===== src/rtl/coproc_dbg_pkg.sv =====
// Shared definitions for the coprocessor debug bridge: host command opcodes,
// bridge FSM states, coprocessor control bit positions and the halt signature.
package coproc_dbg_pkg;

  typedef enum logic [2:0] {
    OP_STATUS      = 3'd0,
    OP_MEM_READ    = 3'd1,
    OP_REG_READ    = 3'd2,
    OP_REG_WRITE   = 3'd3,
    OP_SET_BREAK   = 3'd4,
    OP_CLEAR_BREAK = 3'd5
  } copOpT;

  typedef enum logic [1:0] {
    ST_IDLE    = 2'd0,
    ST_ACCESS  = 2'd1,
    ST_CAPTURE = 2'd2,
    ST_RESP    = 2'd3
  } bridgeStateT;

  localparam int CTRL_REG_RD = 0;
  localparam int CTRL_REG_WR = 1;
  localparam int CTRL_RSVD   = 2;
  localparam int CTRL_MEM    = 3;
  localparam int CTRL_BRK    = 4;

  localparam int          COP_ADDR_BRK_BIT = 12;
  localparam logic [31:0] HALT_MAGIC       = 32'hfeedc0de;

  function automatic logic isReadOp(input logic [2:0] op);
    return (op == OP_MEM_READ) || (op == OP_REG_READ);
  endfunction

  // Ops that drive the coprocessor port; STATUS and 6/7 answer directly.
  function automatic logic isAccessOp(input logic [2:0] op);
    return (op >= OP_MEM_READ) && (op <= OP_CLEAR_BREAK);
  endfunction

endpackage


===== src/rtl/coproc_dbg_bridge.sv =====
// Host debug bridge: turns single valid/ready commands into registered
// coprocessor IO sequences, captures read data and tracks breakpoint halt.
module coproc_dbg_bridge
  import coproc_dbg_pkg::*;
#(
  parameter int N        = 64,
  parameter int READ_LAT = 1
) (
  input  logic         clk,
  input  logic         reset,
  input  logic         cmd_valid,
  output logic         cmd_ready,
  input  logic [2:0]   cmd_op,
  input  logic [14:0]  cmd_addr,
  input  logic [N-1:0] cmd_wdata,
  output logic         rsp_valid,
  input  logic         rsp_ready,
  output logic [N-1:0] rsp_data,
  output logic         rsp_err,
  output logic         rsp_halted,
  output logic [14:0]  cop_addr,
  output logic [4:0]   cop_ctrl,
  output logic [N-1:0] cop_dout,
  input  logic [N-1:0] cop_din,
  output logic         halted,
  output logic         halt_event,
  output logic [1:0]   dbgState
);

  // Handshake: a command transfers on a cycle with cmd_valid & cmd_ready; a
  // response transfers on a cycle with rsp_valid & rsp_ready. Both sides hold
  // their payload stable while valid is high and the partner is not ready.

  localparam logic [1:0]   LAT_LOAD  = 2'(READ_LAT - 1);
  localparam logic [N-1:0] HALT_WORD = N'(HALT_MAGIC);

  bridgeStateT    state, stateNext;
  logic [1:0]     cnt, cntNext;
  logic [2:0]     opQ, opNext;
  logic [14:0]    addrQ, addrNext;
  logic [N-1:0]   wdataQ, wdataNext;
  logic           armedQ, armedNext;
  logic           haltedQ, haltedNext, haltedD, haltEventQ;
  logic [N-1:0]   rspDataQ, rspDataNext;
  logic           rspErrQ, rspErrNext, rspHaltedQ, rspHaltedNext;
  logic [4:0]     copCtrlQ, copCtrlNext;
  logic [14:0]    copAddrQ, copAddrNext;
  logic [N-1:0]   copDoutQ, copDoutNext;

  logic [2:0]     srcOp;
  logic [14:0]    srcAddr, accAddr;
  logic [N-1:0]   srcWdata;
  logic [4:0]     accCtrl;
  logic           driveAccess;

  // Access pattern for the command being launched (IDLE) or held (ACCESS).
  always_comb begin
    srcOp    = (state == ST_IDLE) ? cmd_op    : opQ;
    srcAddr  = (state == ST_IDLE) ? cmd_addr  : addrQ;
    srcWdata = (state == ST_IDLE) ? cmd_wdata : wdataQ;
    accCtrl  = '0;
    accCtrl[CTRL_BRK] = armedQ;
    accAddr  = srcAddr;
    case (srcOp)
      OP_MEM_READ:  accCtrl[CTRL_MEM]    = 1'b1;
      OP_REG_READ:  accCtrl[CTRL_REG_RD] = 1'b1;
      OP_REG_WRITE: accCtrl[CTRL_REG_WR] = 1'b1;
      OP_SET_BREAK: begin
        accCtrl[CTRL_BRK] = 1'b1;
        accCtrl[CTRL_MEM] = 1'b1;
        accAddr[COP_ADDR_BRK_BIT] = 1'b1;
      end
      OP_CLEAR_BREAK: accCtrl[CTRL_BRK] = 1'b0;
      default: ;
    endcase
  end

  always_comb begin
    stateNext     = state;
    cntNext       = cnt;
    opNext        = opQ;
    addrNext      = addrQ;
    wdataNext     = wdataQ;
    armedNext     = armedQ;
    haltedNext    = haltedQ;
    rspDataNext   = rspDataQ;
    rspErrNext    = rspErrQ;
    rspHaltedNext = rspHaltedQ;
    driveAccess   = 1'b0;
    case (state)
      ST_IDLE: begin
        // Port is quiet here, so cop_din reflects the core's halt signature.
        haltedNext = armedQ && (cop_din == HALT_WORD);
        if (cmd_valid) begin
          opNext    = cmd_op;
          addrNext  = cmd_addr;
          wdataNext = cmd_wdata;
          if (isAccessOp(cmd_op)) begin
            stateNext   = ST_ACCESS;
            driveAccess = 1'b1;
            cntNext     = isReadOp(cmd_op) ? LAT_LOAD : 2'd0;
          end else begin
            stateNext     = ST_RESP;
            rspErrNext    = (cmd_op != OP_STATUS);
            rspDataNext   = (cmd_op == OP_STATUS) ? {{(N-2){1'b0}}, armedQ, haltedQ} : '0;
            rspHaltedNext = haltedQ;
          end
        end
      end
      ST_ACCESS: begin
        if (cnt != 2'd0) begin
          cntNext     = cnt - 2'd1;
          driveAccess = 1'b1;
        end else begin
          stateNext = ST_CAPTURE;
          if (opQ == OP_SET_BREAK) armedNext = 1'b1;
          if (opQ == OP_CLEAR_BREAK) begin
            armedNext  = 1'b0;
            haltedNext = 1'b0;
          end
        end
      end
      ST_CAPTURE: begin
        rspDataNext   = isReadOp(opQ) ? cop_din : '0;
        rspErrNext    = 1'b0;
        rspHaltedNext = haltedQ;
        stateNext     = ST_RESP;
      end
      ST_RESP: begin
        if (rsp_ready) stateNext = ST_IDLE;
      end
      default: stateNext = ST_IDLE;
    endcase
    copCtrlNext = driveAccess ? accCtrl  : {armedNext, 4'b0000};
    copAddrNext = driveAccess ? accAddr  : '0;
    copDoutNext = driveAccess ? srcWdata : '0;
  end

  always_ff @(posedge clk or negedge reset) begin
    if (!reset) begin
      state      <= ST_IDLE;
      cnt        <= '0;
      opQ        <= '0;
      addrQ      <= '0;
      wdataQ     <= '0;
      armedQ     <= 1'b0;
      haltedQ    <= 1'b0;
      haltedD    <= 1'b0;
      haltEventQ <= 1'b0;
      rspDataQ   <= '0;
      rspErrQ    <= 1'b0;
      rspHaltedQ <= 1'b0;
      copCtrlQ   <= '0;
      copAddrQ   <= '0;
      copDoutQ   <= '0;
    end else begin
      state      <= stateNext;
      cnt        <= cntNext;
      opQ        <= opNext;
      addrQ      <= addrNext;
      wdataQ     <= wdataNext;
      armedQ     <= armedNext;
      haltedQ    <= haltedNext;
      haltedD    <= haltedQ;
      haltEventQ <= haltedQ & ~haltedD;
      rspDataQ   <= rspDataNext;
      rspErrQ    <= rspErrNext;
      rspHaltedQ <= rspHaltedNext;
      copCtrlQ   <= copCtrlNext;
      copAddrQ   <= copAddrNext;
      copDoutQ   <= copDoutNext;
    end
  end

  assign cmd_ready  = (state == ST_IDLE);
  assign rsp_valid  = (state == ST_RESP);
  assign rsp_data   = rspDataQ;
  assign rsp_err    = rspErrQ;
  assign rsp_halted = rspHaltedQ;
  assign cop_ctrl   = copCtrlQ;
  assign cop_addr   = copAddrQ;
  assign cop_dout   = copDoutQ;
  assign halted     = haltedQ;
  assign halt_event = haltEventQ;
  assign dbgState   = state;

endmodule


===== config.mk =====
export PLATFORM = sky130hd
export DESIGN_NAME = coproc_dbg_bridge
export DESIGN_NICKNAME = d
export VERILOG_FILES = /design/src/rtl/coproc_dbg_pkg.sv /design/src/rtl/coproc_dbg_bridge.sv
export SDC_FILE = /design/constraint.sdc
export NUM_CORES = 1
export LEC_CHECK = 0
export CORE_MARGIN = 4
export CORE_UTILIZATION = 52
export CTS_BUF_LIST = sky130_fd_sc_hd__clkbuf_8
export DETAILED_ROUTE_END_ITERATION = 10
export PLACE_DENSITY_LB_ADDON = 0.15
export SLEW_MARGIN = 20
export SYNTH_ARGS = -nofsm -noshare
export SYNTH_HDL_FRONTEND = slang
export SYNTH_SLANG_ARGS = --single-unit

===== constraint.sdc =====
create_clock -name clk -period 5.2 [get_ports clk]
set_input_delay 0.52 -clock clk [delete_from_list [all_inputs] [get_ports clk]]
set_output_delay 0.52 -clock clk [all_outputs]
set_load 0.02 [all_outputs]

======== Yosys cells after proc, flatten, opt, wreduce, memory -nomap -nowiden ========
Cells that the tools add are included.
word-level totals
  output and inout bits ................... 156
  bits of input ports ..................... 150
  register bits after elaboration ......... 240
  word-level logic and storage cells ...... 97
operators by class
  bitwise operators ....................... 2
  $lt $le $gt $ge ......................... 2
  equal/unequal tests ..................... 20
  muxes and demuxes ....................... 42
  add/subtract/negate cells ............... 1
  reduce and logical (&&, ||, !) cells .... 15
operator list
  operator                                                                 number
  64-bit two-way mux                                                       5
  64-bit case mux with 2 select lines                                      1
  64-bit by 32-bit equality test with 1-bit output, second input constant  1
  15-bit two-way mux                                                       2
  1-bit two-way mux                                                        17
  2-bit two-way mux                                                        8
  3-bit equality test, second input constant                               4
  2-bit != test, second input constant                                     5
  1-bit case mux with 2 select lines                                       5
  3-bit by 2-bit equality test with 1-bit output, second input constant    3
  3-bit AND reduction                                                      3
  2-bit case mux with 4 select lines                                       1
  3-bit by 1-bit equality test with 1-bit output, second input constant    2
  2-bit nonzero test                                                       3
  5-bit two-way mux                                                        1
  2-bit equality test, second input constant                               2
  2-bit by 1-bit != test with 1-bit output, second input constant          2
  2-bit case mux with 2 select lines                                       1
  4-bit AND reduction                                                      1
  3-bit by 1-bit >= comparator with 1-bit output, second input constant    1
  3-bit <= comparator, second input constant                               1
  3-bit logical NOT                                                        1
  3-bit two-way mux                                                        1
  3-bit nonzero test                                                       1
  other kinds (9)                                                          10

======== Logic depth before layout (Yosys ltp) ========
Gate-level depths: netlist of the first run.
  depth after elaboration ................. 6
  mapped depth ............................ 9
  gate-level depth less buffers ........... 6

======== Worst setup path before layout of the first run ========
Ideal clock, no wire load.
  path type ............................... register -> register
  start ................................... reg state[0], in the netlist dbgState[0]
  end ..................................... reg addrQ[10]
  stages on the path, launching flop included .. 8
  period minus slack after synthesis ...... 2.165 ns
  path buffers ............................ 3
  path slack .............................. 3.035 ns
  library setup time ...................... 0.125 ns
  required time ........................... 5.075 ns
  arrival time ............................ 2.040 ns
  cells stage by stage .................... dfrtp_1 -> inv_1 -> ha_1 -> buf_2 -> and2_0 -> buf_2 -> buf_2 -> mux2_2
on the way
  word-level cells in the longest chain between the ends .. 2
ends and longest elaborated chain
  what                                  RTL line                  RTL
  from (decl)                           coproc_dbg_bridge.sv:37   bridgeStateT state, stateNext;
  from (signal assigned)                coproc_dbg_bridge.sv:157  state <= stateNext;
  2-bit logical NOT                     --
  named net cmd_ready                   coproc_dbg_bridge.sv:12   output logic cmd_ready,
  2-bit AND reduction (no source line)  --
  to (signal assigned)                  coproc_dbg_bridge.sv:160  addrQ <= addrNext;
  to (decl)                             coproc_dbg_bridge.sv:40   logic [14:0] addrQ, addrNext;
The timed path passes the listed nets, and every way through them passes these cells.
A chain may end at the register's enable or synchronous reset.

======== Worst setup path in the final report of the first run ========
  start ................................... reg state[0], in the netlist dbgState[0]
  end ..................................... reg cnt[0]
on the way
  word-level cells in the longest chain between the ends .. 3
  elaborated cells on any way between the ends .. 8
  those cells by class .................... 4 x eq/ne; 1 x mux; 3 x reduce/logical
ends and longest elaborated chain
  what                                                                                 RTL line                  RTL
  2-bit by 1-bit equality test with 1-bit output or 2-bit logical NOT (tied branches)  coproc_dbg_bridge.sv:90   case (state)
  2-bit != test (no source line), or another cell as far along                         --
  4-bit AND reduction (no source line)                                                 --
  to (signal assigned)                                                                 coproc_dbg_bridge.sv:158  cnt <= cntNext;
  to (decl)                                                                            coproc_dbg_bridge.sv:38   logic [1:0] cnt, cntNext;
Several ways; a longest one is shown, not always the timed one.

==> impl_metrics.py, run 1 <==
metrics = {
    "sta": {
        "finClkSkew_ns": 0.0138,
        "tightestPinTransition_ns": 1.13,
        "finalSetupTns_ns": 0,
        "max_slew_margin": 0.245,
        "grt_setup_unrepaired": "no",
        "period_share": 0.583,
        "max_freq_mhz": 330,
        "setup_viol": 0,
        "slew_violations": 0,
        "min_period_ns": 3.03,
        "timing.final.ws_setup_ns": 2.17,
        "hold_viol": 0,
    },
    "place": {
        "io_buffers": 304,
        "dpl.hpwl_um": 17600,
        "placed_area_um2": 13000,
        "gp_congestion": 0.884,
        "place_ws_ns": 2.16,
    },
    "synthesis": {
        "synth_top_flop_cell": "dfrtp_1",
        "yosysTopAreaCellShare": 0.610,
        "syn-num-nets": 977,
        "syn_inst": 821,
        "ys_types": 46,
        "synth_area_um2": 9810,
        "ys_top_cells_by_count": "dfrtp_1 (239), mux2i_1 (84), mux2_2 (83), nor2_1 (83), nand2_1 (71)",
        "synth_seq_cells": 239,
        "yosysMostFrequentCell": "dfrtp_1",
        "ys_seq_area_frac": 0.610,
        "async_reset_ff_frac": 1.00,
        "synth_largest_area_cell": "dfrtp_1",
        "yosysWarnings": 0,
        "synth-edff-count": 0,
        "syn_area_per_cell_um2": 11.9,
        "synth.area.top_cells": "dfrtp_1 (61%), mux2_2 (9.5%), mux2i_1 (8.6%)",
    },
    "final_layout": {
        "syn_to_final_growth_pct": 40.2,
        "finish.utilization": 0.753,
        "fill_cells": 1265,
        "final_area_um2": 13800,
        "drive_above_1_share": 0.133,
        "final_nets": 1276,
    },
    "clock_network": {
        "cts_tree": "yes",
        "cts_htree_levels": 2,
        "clock_latency_ns": 0.53,
        "cts_resized": 0,
        "cts_sinks": 239,
        "cts_hold_buffers": 0,
        "cts_setup_buffers": 0,
        "cts.reportedPaths.clkPinSlew_ns": 0.06,
        "cts_buffers": 40,
        "clockBufferDepth": 3,
        "cts_root_buf": "clkbuf_8",
    },
    "worst_setup_path": {
        "cp_slowest_cell": "buf_4",
        "worstPathArrival_ns": 3.49,
        "r2r_slack_ns": 2.17,
        "cp-start-kind": "flip-flop",
        "crit_buf_inv": 2,
        "critical_path.top_delay_family": "buffers and inverters",
        "worstPathMaxFanout": 65,
        "cp_cell_sequence": "inv_1 > ha_4 > and2_4 > buf_4 > a32oi_1 > or3_1 > nand3_1",
        "critical_path_class": "reg2reg",
        "reg2reg_depth": 7,
        "crit_path_end_kind": "flip-flop",
        "reg2reg_to": "cnt[0]",
        "cp.required_ns": 5.66,
        "critPathMaxStageDelay_ns": 0.73,
        "r2r-start": "dbgState[0]",
    },
    "detailed_routing": {
        "routed_wirelength_um": 26300,
        "drc": 0,
        "via_per_inst": 5.37,
        "ant_nets": 0,
        "drtIter0Drc": 474,
        "avgRoutedWirePerCell_um": 19.1,
        "firstDrtPassIters": 4,
        "vias": 7394,
    },
    "run_status": {
        "status": "finished clean",
    },
    "floorplanning": {
        "coreArea_um2": 18300,
        "die_h_um": 145,
        "start_util": 0.537,
        "die-area_um2": 21100,
        "row_count": 49,
        "io_pins": 306,
        "die_w_um": 145,
    },
    "power": {
        "pwr_density_cell_nw_per_um2": 563,
        "peakVddDrop_mv": 0.360,
        "p_leak_nw": 5.91,
    },
    "global_routing": {
        "grt_pass1_vias": 7738,
        "met3_usage": 0.0788,
        "antenna_found_initial": 3,
        "grt_max_degree": 135,
        "use_met1": 0.302,
        "grt_overflow_total": 0,
        "grt_pass1_wl_um": 41400,
        "top_usage_layer": "met2",
        "grt_use_met2": 0.402,
        "grt_usage": 0.243,
    },
    "hold_path": {
        "hp-start": "haltedD",
        "hold_class": "reg2reg",
        "min_to": "halt_event",
        "hold_depth": 1,
    },
    "run": {
        "max_cap_viol_count": 0,
    },
}
-- cell type report --
class / instances / area [um2] / area share
well taps: 229 / 287 / 0.0208
flip-flops and latches: 239 / 5980 / 0.435
inverters: 9 / 33.8 / 0.00246
multi-input cells: 516 / 3540 / 0.257
clock buffers: 48 / 661 / 0.0480
clock inverters: 21 / 86.3 / 0.00628
diodes: 2 / 5.00 / 0.000364
repair buffers: 314 / 3160 / 0.230
-- worst register-to-register path, stage by stage, from the launching register on --
cell	delay, ns
dfrtp_1	0.43
inv_1	0.17
ha_4	0.44
and2_4	0.44
buf_4	0.74
a32oi_1	0.33
or3_1	0.36
nand3_1	0.08
-- stage by stage --
step                      power [mW]  instances  hold slack [ns]
after CTS                       7.81       1374            0.118
after detailed placement        6.23       1305            0.392
final                           7.75       1378            0.396
after floorplan                 4.95        821            0.224
after global placement          6.14       1305            0.381
after global routing            8.21       1378            0.408
-- registers in the layout, indices dropped and copies added, names as in the netlist, 2 cells and up --
name	cells
cnt	2
cop_dout	64
cop_addr	15
dbgState	2
wdataQ	64
rsp_data	64
opQ	3
addrQ	15
cop_ctrl	4
-- per-layer routing --
layer,wire (um),share of wire
met5,13,0.00049
met4,626,0.024
met2,12800,0.49
met3,2300,0.088
met1,10600,0.40
-- report_power, final --
| group | internal, mW | leakage, nW | switching [mW] |
|---|---|---|---|
| Sequential | 2.55 | 3.12 | 0.346 |
| Combinational | 1.57 | 2.34 | 1.74 |
| Clock | 0.830 | 0.447 | 0.718 |
| Total | 4.94 | 5.91 | 2.80 |
-- cells by family (layout without fill, tap and decap cells) --
| family | Yosys count | count (layout) | share of synthesized area |
|---|---|---|---|
| flops | 239 | 239 | 0.610 |
| compound gates | 83 | 83 | 0.0455 |
| other cells | 1 | 3 | 0.000382 |
| xor+xnor | 2 | 2 | 0.00179 |
| buf+inv | 66 | 392 | 0.0337 |
| mux | 168 | 168 | 0.183 |
| fa+ha+maj | 6 | 6 | 0.00765 |
| simple gates | 256 | 256 | 0.119 |
-- layout by cell type (no fill, tap or decap), types with 2 or more instances in the layout --
cell / count
mux2i_1: 84
clkdlybuf4s50_1: 303
diode_2: 2
o21ai_0: 20
mux2_2: 83
nor2b_1: 2
nor4b_1: 2
inv_1: 28
xnor2_1: 2
nor4_1: 6
nor3_1: 3
or3_1: 3
dfrtp_1: 239
and2_4: 2
nor2_1: 83
nand4b_1: 4
clkbuf_8: 48
nand2_1: 70
clkinvlp_4: 2
ha_1: 5
nand3_1: 66
buf_4: 7
o21ai_1: 50
a22oi_1: 2
a21oi_1: 3
nand4_1: 4
-- worst max-delay path by stage --
stage                startpoint          to  slack (ns)  cells past startpoint
finish              dbgState[0]      cnt[0]        2.17                      7
detailed placement  dbgState[0]      cnt[0]        2.16                      7
global placement    dbgState[0]  rsp_halted        1.91                      7
global route        dbgState[0]      cnt[0]        1.99                      7
CTS                 dbgState[0]      cnt[0]        2.14                      7
floorplan           dbgState[0]   addrQ[10]        3.04                      7
Power figures use the tool's default switching activity.
==> run 2, diff against run 1 <==
Settings changed: CORE_UTILIZATION 52 to 44.
Clock period 5.2 ns to 2.62 ns, I/O delays scaled along.
==> run 2 against run 1 <==
Clock power increased by 100%; critical path depth shrank 3; sequential share of layout area is 0.68 points lower; critical path type is now reg2out; worst setup slack got worse by 2.0 ns; routed wire length is 3.3% higher; non-clock buffer count rose by 9; first-iteration DRC count decreased by 35%.
==> impl_metrics.py, run 2 (synthesized netlist as in run 1, its figures left out) <==
metrics = {
    "floorplanning": {
        "coreArea_um2": 21900,
        "start_util": 0.448,
        "row_count": 54,
        "die-area_um2": 24700,
        "die_w_um": 157,
        "io_pins": 306,
        "die_h_um": 157,
    },
    "final_layout": {
        "final_cells": 1437,
        "final_nets": 1285,
        "syn_to_final_growth_pct": 42.4,
        "final_common_cell": "clkdlybuf4s50_1",
        "layout_common_cells": "clkdlybuf4s50_1 (303), dfrtp_1 (239), mux2i_1 (84)",
        "fill_cells": 1787,
        "drive_above_1_share": 0.144,
    },
    "power": {
        "peakVddDrop_mv": 0.622,
        "p_leak_nw": 5.97,
        "pwr_density_cell_nw_per_um2": 1120,
    },
    "worst_setup_path": {
        "cp_cell_sequence": "inv_1 > ha_4 > buf_4 > clkdlybuf4s50_1",
        "critPathMaxStageDelay_ns": 0.63,
        "cp_slowest_cell": "clkdlybuf4s50_1",
        "worstPathArrival_ns": 2.21,
        "critical_path.top_delay_family": "buffers and inverters",
        "crit_path_end_kind": "output port",
        "worstPathMaxFanout": 10,
        "cp.required_ns": 2.36,
        "critical_path_class": "reg2out",
        "crit_buf_inv": 3,
        "cp-start-kind": "flip-flop",
    },
    "detailed_routing": {
        "via_per_inst": 5.17,
        "routed_wirelength_um": 27200,
        "drtIter0Drc": 307,
        "drc": 0,
        "avgRoutedWirePerCell_um": 18.9,
        "firstDrtPassIters": 5,
        "ant_nets": 0,
        "vias": 7423,
    },
    "sta": {
        "timing.final.ws_setup_ns": 0.148,
        "setup_viol": 0,
        "period_share": 0.943,
        "max_freq_mhz": 405,
        "min_period_ns": 2.47,
        "finClkSkew_ns": 0.0185,
        "hold_viol": 0,
        "slew_violations": 0,
        "tightestPinTransition_ns": 0.703,
        "finalSetupTns_ns": 0,
        "max_slew_margin": 0.532,
        "grt_setup_unrepaired": "no",
    },
    "global_routing": {
        "grt_usage": 0.217,
        "grt_max_degree": 92,
        "grt_overflow_total": 0,
        "grt_pass1_vias": 7639,
        "antenna_found_initial": 1,
        "grt_pass1_wl_um": 42100,
    },
    "run_status": {
        "status": "finished clean",
    },
    "clock_network": {
        "cts_hold_buffers": 1,
        "cts.reportedPaths.clkPinSlew_ns": 0.07,
        "clockBufferDepth": 3,
        "cts_tree": "yes",
        "cts_root_buf": "clkbuf_8",
        "cts_setup_buffers": 0,
        "cts_sinks": 239,
        "cts_buffers": 40,
        "clock_latency_ns": 0.54,
        "cts_htree_levels": 2,
        "cts_resized": 0,
    },
    "place": {
        "place_ws_ns": 0.319,
        "dpl.cell_count": 1366,
        "gp_congestion": 0.871,
        "io_buffers": 304,
        "dpl.hpwl_um": 18900,
    },
    "hold_path": {
        "hold_class": "in2reg",
    },
    "run": {
        "max_cap_viol_count": 0,
    },
}
==> run 2: final cells by class <==
class | count | area [um2] | share of cell area
multi-input cells | 516 | 3540 | 0.253
flip-flops and latches | 239 | 5980 | 0.428
clock buffers | 50 | 688 | 0.0493
inverters | 9 | 33.8 | 0.00242
well taps | 280 | 350 | 0.0251
repair buffers | 323 | 3290 | 0.236
clock inverters | 19 | 82.6 | 0.00591
diodes | 1 | 2.50 | 0.000179
==> run 2: per-stage QoR <==
stage | instance area (um2) | power [mW] | utilization | hold WS [ns]
after floorplan | 9810 | 9.82 | - | -0.0336
after global placement | 13200 | 12.4 | 0.602 | 0.337
after detailed placement | 13200 | 12.6 | 0.602 | 0.338
after CTS | 14000 | 15.8 | 0.638 | 0.278
after global routing | 14000 | 16.6 | 0.638 | 0.305
final | 14000 | 15.6 | 0.638 | 0.300
==> run 2: worst register-to-register path: stages (launching register included) <==
cell     delay, ns
dfrtp_1       0.42
inv_1         0.16
ha_4          0.22
buf_4         0.46
mux2i_1       0.38
nor2_1        0.12
mux2i_1       0.12
o21ai_0       0.16
==> run 2: metal layers <==
metal,wire length [um],vias to the layer above,part of all wire,track usage
li1,-,3447,-,-
met1,11100,3655,0.41,0.281
met4,655,0,0.024,0.0692
met5,0,-,0,0
met2,12700,279,0.47,0.340
met3,2760,42,0.10,0.0806
==> run 2: path summary, 6_finish.rpt <==
path / slack (ns) / startpoint / cells after the start / to
max: 0.15 / dbgState[1] / 4 / cmd_ready
min: 0.30 / cop_din[31] / 3 / rsp_data[31]
max reg2reg: 0.49 / dbgState[1] / 7 / cop_ctrl[4]
min reg2reg: 0.40 / haltedD / 1 / halt_event
max in group asynchronous: 1.45 / reset / 3 / rsp_data[22]
min in group asynchronous: 0.35 / reset / 2 / rsp_data[23]
==> run 2: where the power goes <==
part	total, mW	switching, mW	leakage (nW)	internal (mW)
Combinational	6.72	3.51	2.40	3.21
Sequential	5.71	0.653	3.12	5.05
Clock	3.16	1.45	0.446	1.71
==> patch 1: new RTL, config.mk and constraints of run 1 <==
Set the parameter `N` to 32 (it was 64).
--- a/src/rtl/coproc_dbg_bridge.sv
+++ b/src/rtl/coproc_dbg_bridge.sv
@@ -5,3 +5,3 @@
 #(
-  parameter int N        = 64,
+  parameter int N        = 32,
   parameter int READ_LAT = 1
Ports: changed (resized cmd_wdata, cop_din, cop_dout and rsp_data); port bits go from 306 to 178. The function was not compared with the original's and may differ.
==> patch 1 against run 1 <==
  * Utilization fell by 2.9 points
  * Area after synthesis fell by 38%
  * Routed wire length fell by 46%
  * Final area fell by 40%
  * Maximum frequency fell by 4.4%
  * Total power fell by 37%
  * Worst setup slack got worse by 0.14 ns
  * First-iteration DRC count fell by 30%
  * Sequential cell count fell by 96
  * Critical path type unchanged
  * Largest cell class unchanged
==> patch 1: results (changes against run 1) <==
Outcome
  – Outcome: finished, final reports clean (unchanged)

Detailed routing
  – Post-Route WL: 14,100 µm (was 26,300 µm)
  – Via Count: 4,320 (was 7,394)
  – Max Used Layer: met4 (was met5)
  – Met2 WL: 7070 µm (was 12,800 µm)
  – Metal3 WL: 1060 µm (was 2300 µm)

Clock network
  – Clk buf depth: 2 (was 3)
  – CTS buffer count: 17 (was 40)

Global routing
  – Largest net degree at the start of global routing: 101 (was 135)
  – GRT Util Overall: 21.6% (was 24.3%)
  – Initial antenna violation count: 0 (was 3)
  – Grt met1 use: 27.0% (was 30.2%)
  – Global-route wire length before repair: 22,300 µm (was 41,400 µm)

Synth
  – Post-synthesis xor/xnor area fraction: 0.289% (was 0.179%)
  – Synth area leaders: dfrtp_1, mux2_2, mux2i_1 (unchanged)
  – Post-synthesis adder-cell area fraction: 1.03% (was 0.765%)
  – Multiplexer share of the synthesized area: 18.4% (was 18.3%)
  – Post-synthesis sequential area ratio: 59.1% (was 61.0%)
  – Synth cell types: 43 (was 46)
  – Gate Count Post-Synth: 494 (was 821)

Final layout
  – N_diodes: 0 (was 2)
  – Final cell count without fillers: 816 (was 1,378)

Place
  – DPL Wire Length: 9620 µm (was 17,600 µm)
  – Pre-CTS setup slack: 1.83 ns (was 2.16 ns)
  – Post-DP Area: 7910 µm² (was 13,000 µm²)
  – Placed insts: 785 (was 1,305)

Setup path
  – Critical Path AT: 3.50 ns (was 3.49 ns)

Pwr
  – Leak: 0.00358 µW (was 0.00591 µW)
  – Max VDD drop: 0.000396 V (was 0.000360 V)
==> patch 1: cell count changes after synthesis, sizes merged, moves of 32 or more <==
cell	run 1	this run
buf	47	15
mux2i	84	51
nand2	71	39
dfrtp	239	143
nor2	83	51
o21ai	70	38
==> patch 1: power breakdown <==
| part | leakage (µW) | switching [µW] | internal (µW) |
|---|---|---|---|
| clock network | 0.000205 | 388 | 421 |
| logic | 0.00152 | 1180 | 1060 |
| registers | 0.00185 | 231 | 1560 |
==> patch 1: critical path: stages, from the launching register on <==
cell	delay, ns
dfrtp_1	0.42
inv_1	0.15
ha_4	0.15
buf_4	0.69
inv_1	0.23
nand2_1	0.13
buf_4	0.34
and2_4	0.59
mux2_4	0.34
==> patch 1: layout make-up <==
type	instances	area, µm²
Timing Repair Buffer	182	1810
Inverter	9	33.8
Clock buffer	18	248
Fill cell	816	3160
Multi-Input combinational cell	308	2310
Tap cell	143	179
Clock inverter	13	110
Sequential cell	143	3580
==> patch 2: new RTL, config.mk and constraints of run 1 <==
Without the edit above. Put one more register stage on the output `dbgState`, cleared by the reset. The value now appears one clock later. The other outputs are not delayed to match.
--- a/src/rtl/coproc_dbg_bridge.sv
+++ b/src/rtl/coproc_dbg_bridge.sv
@@ -184,3 +184,9 @@
   assign halt_event = haltEventQ;
-  assign dbgState   = state;
+  always_ff @(posedge clk or negedge reset) begin
+    if (!reset) begin
+      dbgState <= '0;
+    end else begin
+      dbgState <= state;
+    end
+  end
 
Check against the original RTL: not equivalent (a bounded check fails within 4 cycles, from zero or initial values and one cycle with reset low).
==> patch 2 against run 1 <==
  * Sequential cell count increased by 2
  * Area after synthesis increased by 1.4%
  * Hold slack got worse by 0.39 ns
  * Worst setup slack got worse by 0.077 ns
  * Total power decreased by 3.3%
  * Critical endpoint unchanged
  * Final area increased by 1.0%
  * Critical path type unchanged
  * Final cell count increased by 0.58%
  * Routed wire length decreased by 0.73%
==> patch 2: results (changes against run 1) <==
Place
  – Post-DP Area: 13,100 µm² (was 13,000 µm²)
  – DPL Wire Length: 17,700 µm (was 17,600 µm)
  – Placer Congestion: 0.811 (was 0.884)

Final layout
  – Share of layout cells above drive strength 1: 15.9% (was 13.3%)
  – Multi-input combinational cell area: 3610 µm² (was 3540 µm²)
  – N_diodes: 0 (was 2)

Synth
  – Post-synthesis sequential area ratio: 60.6% (was 61.0%)
  – Synth cell types: 42 (was 46)
  – Mapped Nets: 981 (was 977)
  – Gate Count Post-Synth: 825 (was 821)
  – Most common library cells after synthesis: dfrtp_1, nor2_1, mux2_2, mux2i_1, nand2_1 (was dfrtp_1, mux2i_1, mux2_2, nor2_1, nand2_1)

Outcome
  – Outcome: finished, final reports clean (unchanged)

Setup path
  – Cells on worst reg2reg path: 6 (was 7)
  – Critical Path AT: 3.52 ns (was 3.49 ns)
  – Launching point of the worst reg2reg path: state[0]$_DFFE_PN0P_ (was dbgState[0]$_DFFE_PN0P_)
  – Crit-path max FO: 55 (was 65)

Global routing
  – Initial antenna violation count: 0 (was 3)
  – GRT Util Overall: 24.3% (about the same)
  – Vias in the first global route: 7,754 (was 7,738)

Detailed routing
  – Drt first-iter violations: 328 (was 474)
  – Post-Route WL: 26,100 µm (was 26,300 µm)
  – TritonRoute pass-1 iters: 5 (was 4)

Pwr
  – Max VDD drop: 0.000311 V (was 0.000360 V)
  – Pwr/cell area: 539 nW/µm² (was 563 nW/µm²)
  – Sw Share: 35.7% (was 36.2%)
## patch 2: changes by cell type after synthesis, sizes merged, moves of 2 or more
cell	before	now
a22o	0	3
a31oi	1	3
buf	47	43
clkbuf	10	16
dfrtp	239	241
nand3	66	64
nand4b	4	2
nor2	83	86
nor3	3	1
nor4b	2	5
## patch 2: area by class of cell
class                           count  share of cell area, %
Sequential cell                   241                   43.4
Multi-Input combinational cell    516                   26.0
Timing Repair Buffer              312                   22.5
Clock buffer                       50                   4.95
Tap cell                          234                   2.11
Clock inverter                     24                  0.775
Inverter                            9                  0.243
## patch 2: kinds of logic after synthesis
group / after synthesis / synth area share, %
fa+ha+maj: 6 / 0.755
compound gates: 85 / 5.38
buf+inv: 68 / 3.45
xor+xnor: 2 / 0.176
mux: 169 / 18.1
other cells: 1 / 0.0377
flops: 241 / 60.6
simple gates: 253 / 11.5
## patch 2: layer usage
metal,part of all wire [%],track usage [%]
met1,39,29.8
met2,49,40.0
met3,9.0,8.54
met4,3.0,8.80
met5,0,0
